$ cat src/rtl/pwm_olu_zaman_uretici.sv
// Dead-time generator: turns one PWM line into a complementary high/low gate pair
// with programmable dead time, suppressing (and counting) pulses shorter than it.
//
// state  | meaning
// KAPALI | disabled, both gates off
// OLU_Y  | dead interval before high-side conduction
// YUKSEK | high-side conducting
// OLU_A  | dead interval before low-side conduction
// ALCAK  | low-side conducting
module pwm_olu_zaman_uretici #(
   parameter int OLU_ZAMAN_GEN = 16,
   parameter int SAYAC_GEN     = 16
) (
   input  logic                     clk_i,
   input  logic                     rst_ni,
   input  logic                     etkin_i,
   input  logic                     pwm_i,
   input  logic [OLU_ZAMAN_GEN-1:0] olu_zaman_i,
   input  logic                     sayac_temizle_i,
   output logic                     yuksek_o,
   output logic                     alcak_o,
   output logic                     bastirma_o,
   output logic [SAYAC_GEN-1:0]     bastirma_sayisi_o
);

   typedef enum logic [2:0] {KAPALI, OLU_Y, YUKSEK, OLU_A, ALCAK} durum_t;

   localparam logic [OLU_ZAMAN_GEN-1:0] ZAMAN_BIR = OLU_ZAMAN_GEN'(1);
   localparam logic [SAYAC_GEN-1:0]     SAYI_BIR  = SAYAC_GEN'(1);

   durum_t                   durum_q, durum_d;
   logic                     pwm_q;
   logic [OLU_ZAMAN_GEN-1:0] sayac_q, sayac_d;
   logic                     ilk_q, ilk_d;
   logic                     bastir_d;
   logic                     yuksek_d, alcak_d;
   logic [SAYAC_GEN-1:0]     sayi_d;

   always_ff @(posedge clk_i or negedge rst_ni) begin
      if (!rst_ni) begin
         durum_q           <= KAPALI;
         pwm_q             <= 1'b0;
         sayac_q           <= '0;
         ilk_q             <= 1'b0;
         yuksek_o          <= 1'b0;
         alcak_o           <= 1'b0;
         bastirma_o        <= 1'b0;
         bastirma_sayisi_o <= '0;
      end else begin
         durum_q           <= durum_d;
         pwm_q             <= pwm_i;
         sayac_q           <= sayac_d;
         ilk_q             <= ilk_d;
         yuksek_o          <= yuksek_d;
         alcak_o           <= alcak_d;
         bastirma_o        <= bastir_d;
         bastirma_sayisi_o <= sayi_d;
      end
   end

   // ilk_q marks a dead interval entered from KAPALI: no switch has conducted yet,
   // so a level reversal there retargets the other dead state instead of aborting.
   always_comb begin
      durum_d  = durum_q;
      sayac_d  = sayac_q;
      ilk_d    = ilk_q;
      bastir_d = 1'b0;
      if (!etkin_i) begin
         durum_d = KAPALI;
         sayac_d = '0;
         ilk_d   = 1'b0;
      end else begin
         case (durum_q)
            KAPALI: begin
               durum_d = pwm_q ? OLU_Y : OLU_A;
               sayac_d = olu_zaman_i;
               ilk_d   = 1'b1;
            end
            ALCAK: begin
               if (pwm_q) begin
                  ilk_d = 1'b0;
                  if (olu_zaman_i == '0) begin
                     durum_d = YUKSEK;
                  end else begin
                     durum_d = OLU_Y;
                     sayac_d = olu_zaman_i;
                  end
               end
            end
            YUKSEK: begin
               if (!pwm_q) begin
                  ilk_d = 1'b0;
                  if (olu_zaman_i == '0) begin
                     durum_d = ALCAK;
                  end else begin
                     durum_d = OLU_A;
                     sayac_d = olu_zaman_i;
                  end
               end
            end
            OLU_Y: begin
               if (!pwm_q) begin
                  if (ilk_q) begin
                     durum_d = OLU_A;
                     sayac_d = olu_zaman_i;
                  end else begin
                     durum_d  = ALCAK;
                     sayac_d  = '0;
                     bastir_d = 1'b1;
                  end
               end else if (sayac_q <= ZAMAN_BIR) begin
                  durum_d = YUKSEK;
                  sayac_d = '0;
                  ilk_d   = 1'b0;
               end else begin
                  sayac_d = sayac_q - ZAMAN_BIR;
               end
            end
            OLU_A: begin
               if (pwm_q) begin
                  if (ilk_q) begin
                     durum_d = OLU_Y;
                     sayac_d = olu_zaman_i;
                  end else begin
                     durum_d  = YUKSEK;
                     sayac_d  = '0;
                     bastir_d = 1'b1;
                  end
               end else if (sayac_q <= ZAMAN_BIR) begin
                  durum_d = ALCAK;
                  sayac_d = '0;
                  ilk_d   = 1'b0;
               end else begin
                  sayac_d = sayac_q - ZAMAN_BIR;
               end
            end
            default: begin
               durum_d = KAPALI;
               sayac_d = '0;
               ilk_d   = 1'b0;
            end
         endcase
      end
   end

   always_comb begin
      yuksek_d = (durum_d == YUKSEK);
      alcak_d  = (durum_d == ALCAK);
      sayi_d   = bastirma_sayisi_o;
      if (sayac_temizle_i) begin
         sayi_d = bastir_d ? SAYI_BIR : '0;
      end else if (bastir_d && (bastirma_sayisi_o != '1)) begin
         sayi_d = bastirma_sayisi_o + SAYI_BIR;
      end
   end

endmodule
$ cat config.mk
export PLATFORM = sky130hd
export DESIGN_NAME = pwm_olu_zaman_uretici
export DESIGN_NICKNAME = d
export VERILOG_FILES = /design/src/rtl/pwm_olu_zaman_uretici.sv
export SDC_FILE = /design/constraint.sdc
export NUM_CORES = 1
export LEC_CHECK = 0
export ABC_AREA = 1
export BUFFER_PORTS_ARGS = -buffer_cell sky130_fd_sc_hd__buf_2
export CORE_UTILIZATION = 45
export CTS_BUF_LIST = sky130_fd_sc_hd__clkbuf_4 sky130_fd_sc_hd__clkbuf_8 sky130_fd_sc_hd__clkbuf_16
export CTS_CLUSTER_DIAMETER = 100
export DETAILED_ROUTE_END_ITERATION = 12
export GPL_TIMING_DRIVEN = 0
export PLACE_DENSITY = 0.67
export SYNTH_ARGS = -nofsm -noshare
export SYNTH_HDL_FRONTEND = slang
export SYNTH_SLANG_ARGS = --single-unit
$ cat constraint.sdc
create_clock -name clk_i -period 3.59 [get_ports clk_i]
set_clock_uncertainty 0.05 [all_clocks]
set_input_delay 0.359 -clock clk_i [delete_from_list [all_inputs] [get_ports clk_i]]
set_output_delay 0.359 -clock clk_i [all_outputs]
set_load 0.01 [all_outputs]
-- Word-level counts from Yosys, hierarchy flattened
Index checks and enable logic that the tools add are counted.
Widths: inputs -> output; s select.
- latch bits: 0
- register bits after elaboration: 40
- bits in read-only memories: 0
- memories kept: 0
- bits in writable memories: 0
- input port bits: 21
- mux-type cells: 37
- add/sub/neg operators: 2
- divide/modulo/power cells: 0
- $lt $le $gt $ge: 1
- reductions and logical operators: 6
- bitwise gates (word level): 0
- multipliers: 0
- shifts and indexed selects: 0
- equality and inequality tests: 11
- operators with widths (operator ; number):
    $mux 16 ; 10
    $pmux 16 s5 ; 1
    $mux 3 ; 9
    $add 16x1->16 const B ; 1
    $le 16x1->1 const B ; 1
    $logic_not 16->1 ; 1
    $ne 16x16->1 const B ; 1
    $sub 16x1->16 const B ; 1
    $pmux 3 s5 ; 1
    $ne 3x3->1 const B ; 4
    $mux 1 ; 11
    $eq 3x2->1 const B ; 3
    $eq 3x3->1 const B ; 2
    $mux 2 ; 3
    $pmux 1 s5 ; 1
    $reduce_and 4->1 ; 1
    $eq 3x1->1 const B ; 1
    $logic_not 3->1 ; 1
    $pmux 1 s2 ; 1
    $reduce_and 2->1 ; 1
    $reduce_bool 2->1 ; 1
    $logic_and 1x1->1 ; 1

-- Longest topological paths before layout
- depth in word-level cells: 7
- mapped depth: 13
- depth with buffers taken out: 13

-- Least setup slack after synthesis
Ideal clock, no wire load.
- path type: register to register
- start point: register sayac_q[0]
- end point: register yuksek_o
- path slack: 1923 ps
- buffers on the path: 1
- data arrival time: 1496 ps
- setup time: 121 ps
- cell stages (with the launch flop): 11
- cell sequence: dfrtp_1 inv_1 ha_1 o21ai_0 nor2_1 nand2_1 buf_2 a21oi_1 nand3_1 o21ai_1 nor2_1
- word-level cells in the longest chain between the ends: 6
- elaborated cells between the ends (all ways): 8
- those cells by class: order compare (1); eq/ne (1); mux (6)
- RTL lines (what ; line ; RTL):
    start, declared ; 33 ; logic [OLU_ZAMAN_GEN-1:0] sayac_q, sayac_d;
    start signal, assigned ; 52 ; sayac_q <= sayac_d;
    $le 16x1->1 * ; 111, 129 ;
    $mux 3, on equally long branches ; 129, 111 ;
    $mux 3, on equally long branches ; 120, 102 ;
    $pmux 3 s5 * ; 73 ; case (durum_q)
    $mux 3 * ; 68 ; if (!etkin_i) begin
    $eq 3x2->1 * ; 147 ; yuksek_d = (durum_d == YUKSEK);
    net yuksek_d ; 36 ; logic yuksek_d, alcak_d;
    end signal, assigned ; 54 ; yuksek_o <= yuksek_d;
    end, declared ; 20 ; output logic yuksek_o,
The timed path passes the listed nets; every way through them passes the cells marked *.
A chain may end at the register's enable or synchronous reset.

-- Worst setup path in the final report
- start point: register sayac_q[0]
- end point: register durum_q[1]
- word-level cells in the longest chain between the ends: 5
- elaborated cells between the ends (all ways): 7
- those cells by class: order compare (1); mux (6)
- RTL lines (what ; line ; RTL):
    $le 16x1->1 * ; 111, 129 ;
    $mux 3, on equally long branches ; 129, 111 ;
    $mux 3, on equally long branches ; 120, 102 ;
    $pmux 3 s5 * ; 73 ;
    $mux 3 * ; 68 ;
    net durum_d[1] ; 31 ; durum_t durum_q, durum_d;
    end signal, assigned ; 50 ; durum_q <= durum_d;
    end, declared ; 31 ;
Marked as above.

==> out/results.tsv <==
metric	value	unit
dpl-instance-area	0.00327	mm2
grt_overflow_total	0	
cp.arrival	2.15	ns
peakVddDrop	0.000418	V
worstReg2RegEnd	durum_q[1]	
synthCells	451	
die_height	83.5	um
syn_area	0.00299	mm2
ant_nets	0	
clk_pin_slew	0.09	ns
hold_buffers	0	
crit_fanout	10	
cts-resized-gates	0	
antenna_found_initial	0	
syn-num-nets	475	
vias	2985	
nets	520	
status	finished clean	
r2r-start	sayac_q[0]	
synth_area_leaders	dfrtp_1 34%, nand2_1 19%, nor2_1 7.8%	
whs_endpoint	pwm_q	
fin_ws	1.59	ns
drive_above_1_share	16.1	%
yosysSeqAreaShare	33.5	%
wire_per_inst	14.0	um
rsz0062_at_grt	no	
drc	0	
fin_crit_sh	55.8	%
finalSetupViolations	0	
clockBufferDepth	2	
worstRegToRegCells	10	
dr.pass1.iters	4	
worst_skew_pair.late_latency	0.30	ns
hold_depth	1	
coreArea	0.00639	mm2
power.leakage	1.69	nW
viasPerCell	5.20	
startpoint_type	register	
clock.fmax	0.499	GHz
grt_pass1_vias	2872	
maxCapViolCount	0	
async_flop_share	100	%
h-tree-depth	2	
slew_headroom	39.6	%
holdCritStartpoint	pwm_i	
power_density	639	mW/mm2
ios	40	
endpoint_kind	register	
grt_usage	24.8	%
setup_tns	0	ns
synth_edf_count	0	
drtIter0Drc	195	
row_count	29	
grt_max_degree	41	
cts_buffers	5	
yosysUniqueCellTypes	37	
n_antenna_cell	0	
yosysTopAreaCellShare	33.5	%
critPathKind	reg -> reg	
synth_commonest_cells	151 x nand2_1, 62 x nor2_1, 40 x dfrtp_1	
final_area	0.00340	mm2
postCtsSetupBuffers	0	
routed_wl	8030	um
worstMarginPinSlew	0.907	ns
cts_sinks	40	
root_buffer	clkbuf_8	
start_util	46.8	%
slew_viol_final	0	
syn_avg_cell_area	6.62	um2
numPortBuffers	38	
yosysMostFrequentCell	nand2_1	
areaGrowthSynthToFinish	13.7	%
synth_warnings	0	
finalCriticalPeriod	2.00	ns
hp-class	in -> reg	
reg2reg_slack	1.59	ns
grt_first_pass_wirelength	13800	um
die_area	0.00697	mm2
pre_cts_ws	1.55	ns
place_congestion	0.921	
dp_hpwl	6000	um
critPathRequiredTime	3.73	ns
synthFlopType	dfrtp_1	
synth_top_area_cell	dfrtp_1	
ys_ff_latch	40	
cts_tree	done	
finalHoldViolations	0	
chipWidth	83.5	um
cells in the final DEF, fill, tap and decap left out, types with 7 or more instances in the layout:
master,Yosys,routed
nor3_1,9,9
buf_2,1,39
inv_2,7,7
inv_1,39,39
nand3_1,31,31
dfrtp_1,40,40
o21ai_1,10,10
nand2_1,151,151
nor2_1,62,62
a21oi_1,19,19
o21ai_0,15,15
xor2_1,11,11
area by class of cell:
class,instances,area [um2]
plain buffers,8,50.0
repair buffers,38,190
well taps,77,96.3
flip-flops and latches,40,1000
fillers,655,2990
clock buffers,6,82.6
inverters,49,188
clock inverters,2,38.8
multi-input cells,354,1750
metal layers:
layer / GRT usage [%] / up-vias / share of wire, %
li1: - / 1542 / -
met1: 35.2 / 1370 / 51
met2: 39.7 / 65 / 45
met3: 3.36 / 8 / 3.3
met4: 6.93 / 0 / 1.3
met5: 0 / - / 0
worst max-delay path by stage:
stage / start / endpoint / cells past startpoint / slack [ns]
final: sayac_q[0] / durum_q[1] / 10 / 1.59
after global routing: sayac_q[0] / durum_q[1] / 10 / 1.33
after CTS: sayac_q[0] / durum_q[1] / 10 / 1.60
after detailed placement: olu_zaman_i[14] / sayac_q[12] / 12 / 1.55
after global placement: olu_zaman_i[14] / sayac_q[12] / 12 / 1.59
after floorplan: sayac_q[0] / yuksek_o / 10 / 1.92
power breakdown:
| group | switching [mW] | internal (mW) |
|---|---|---|
| Clock | 0.180 | 0.228 |
| Sequential | 0.100 | 0.534 |
| Combinational | 0.755 | 0.374 |
| Total | 1.04 | 1.14 |
cell families (layout without fill, tap and decap cells):
kind of cell    Yosys count  in the layout  synth area share [%]
simple gates            271            271                  39.2
compound gates           66             66                  14.0
buf+inv                  57            103                  7.96
flops                    40             40                  33.5
xor+xnor                 14             14                  4.10
fa+ha+maj                 3              3                  1.26
critical path: stages, from the launching register on:
cell and delay (ns):
dfrtp_1 0.41, inv_1 0.13, ha_1 0.26, o21ai_0 0.11, nor2_1 0.13, nand2_1 0.11
buf_2 0.20, a21oi_1 0.15, nand3_1 0.08, o21ai_1 0.18, inv_1 0.06
sequential cells by signal, indices dropped and copies added, names as in the netlist:
| name | count |
|---|---|
| alcak_o | 1 |
| bastirma_o | 1 |
| bastirma_sayisi_o | 16 |
| durum_q | 3 |
| ilk_q | 1 |
| pwm_q | 1 |
| sayac_q | 16 |
| yuksek_o | 1 |
stage by stage:
step,instances,util [%],hold WS [ns],power (mW)
6_report,574,53.2,0.109,2.17
5_1_grt,574,53.2,0.0991,2.36
4_1_cts,574,53.2,0.100,2.16
3_5_place_dp,566,51.3,0.418,1.75
3_3_place_gp,566,51.3,0.417,1.73
2_1_floorplan,451,-,0.0134,1.48
No activity file was read; power rests on OpenSTA's default activity.
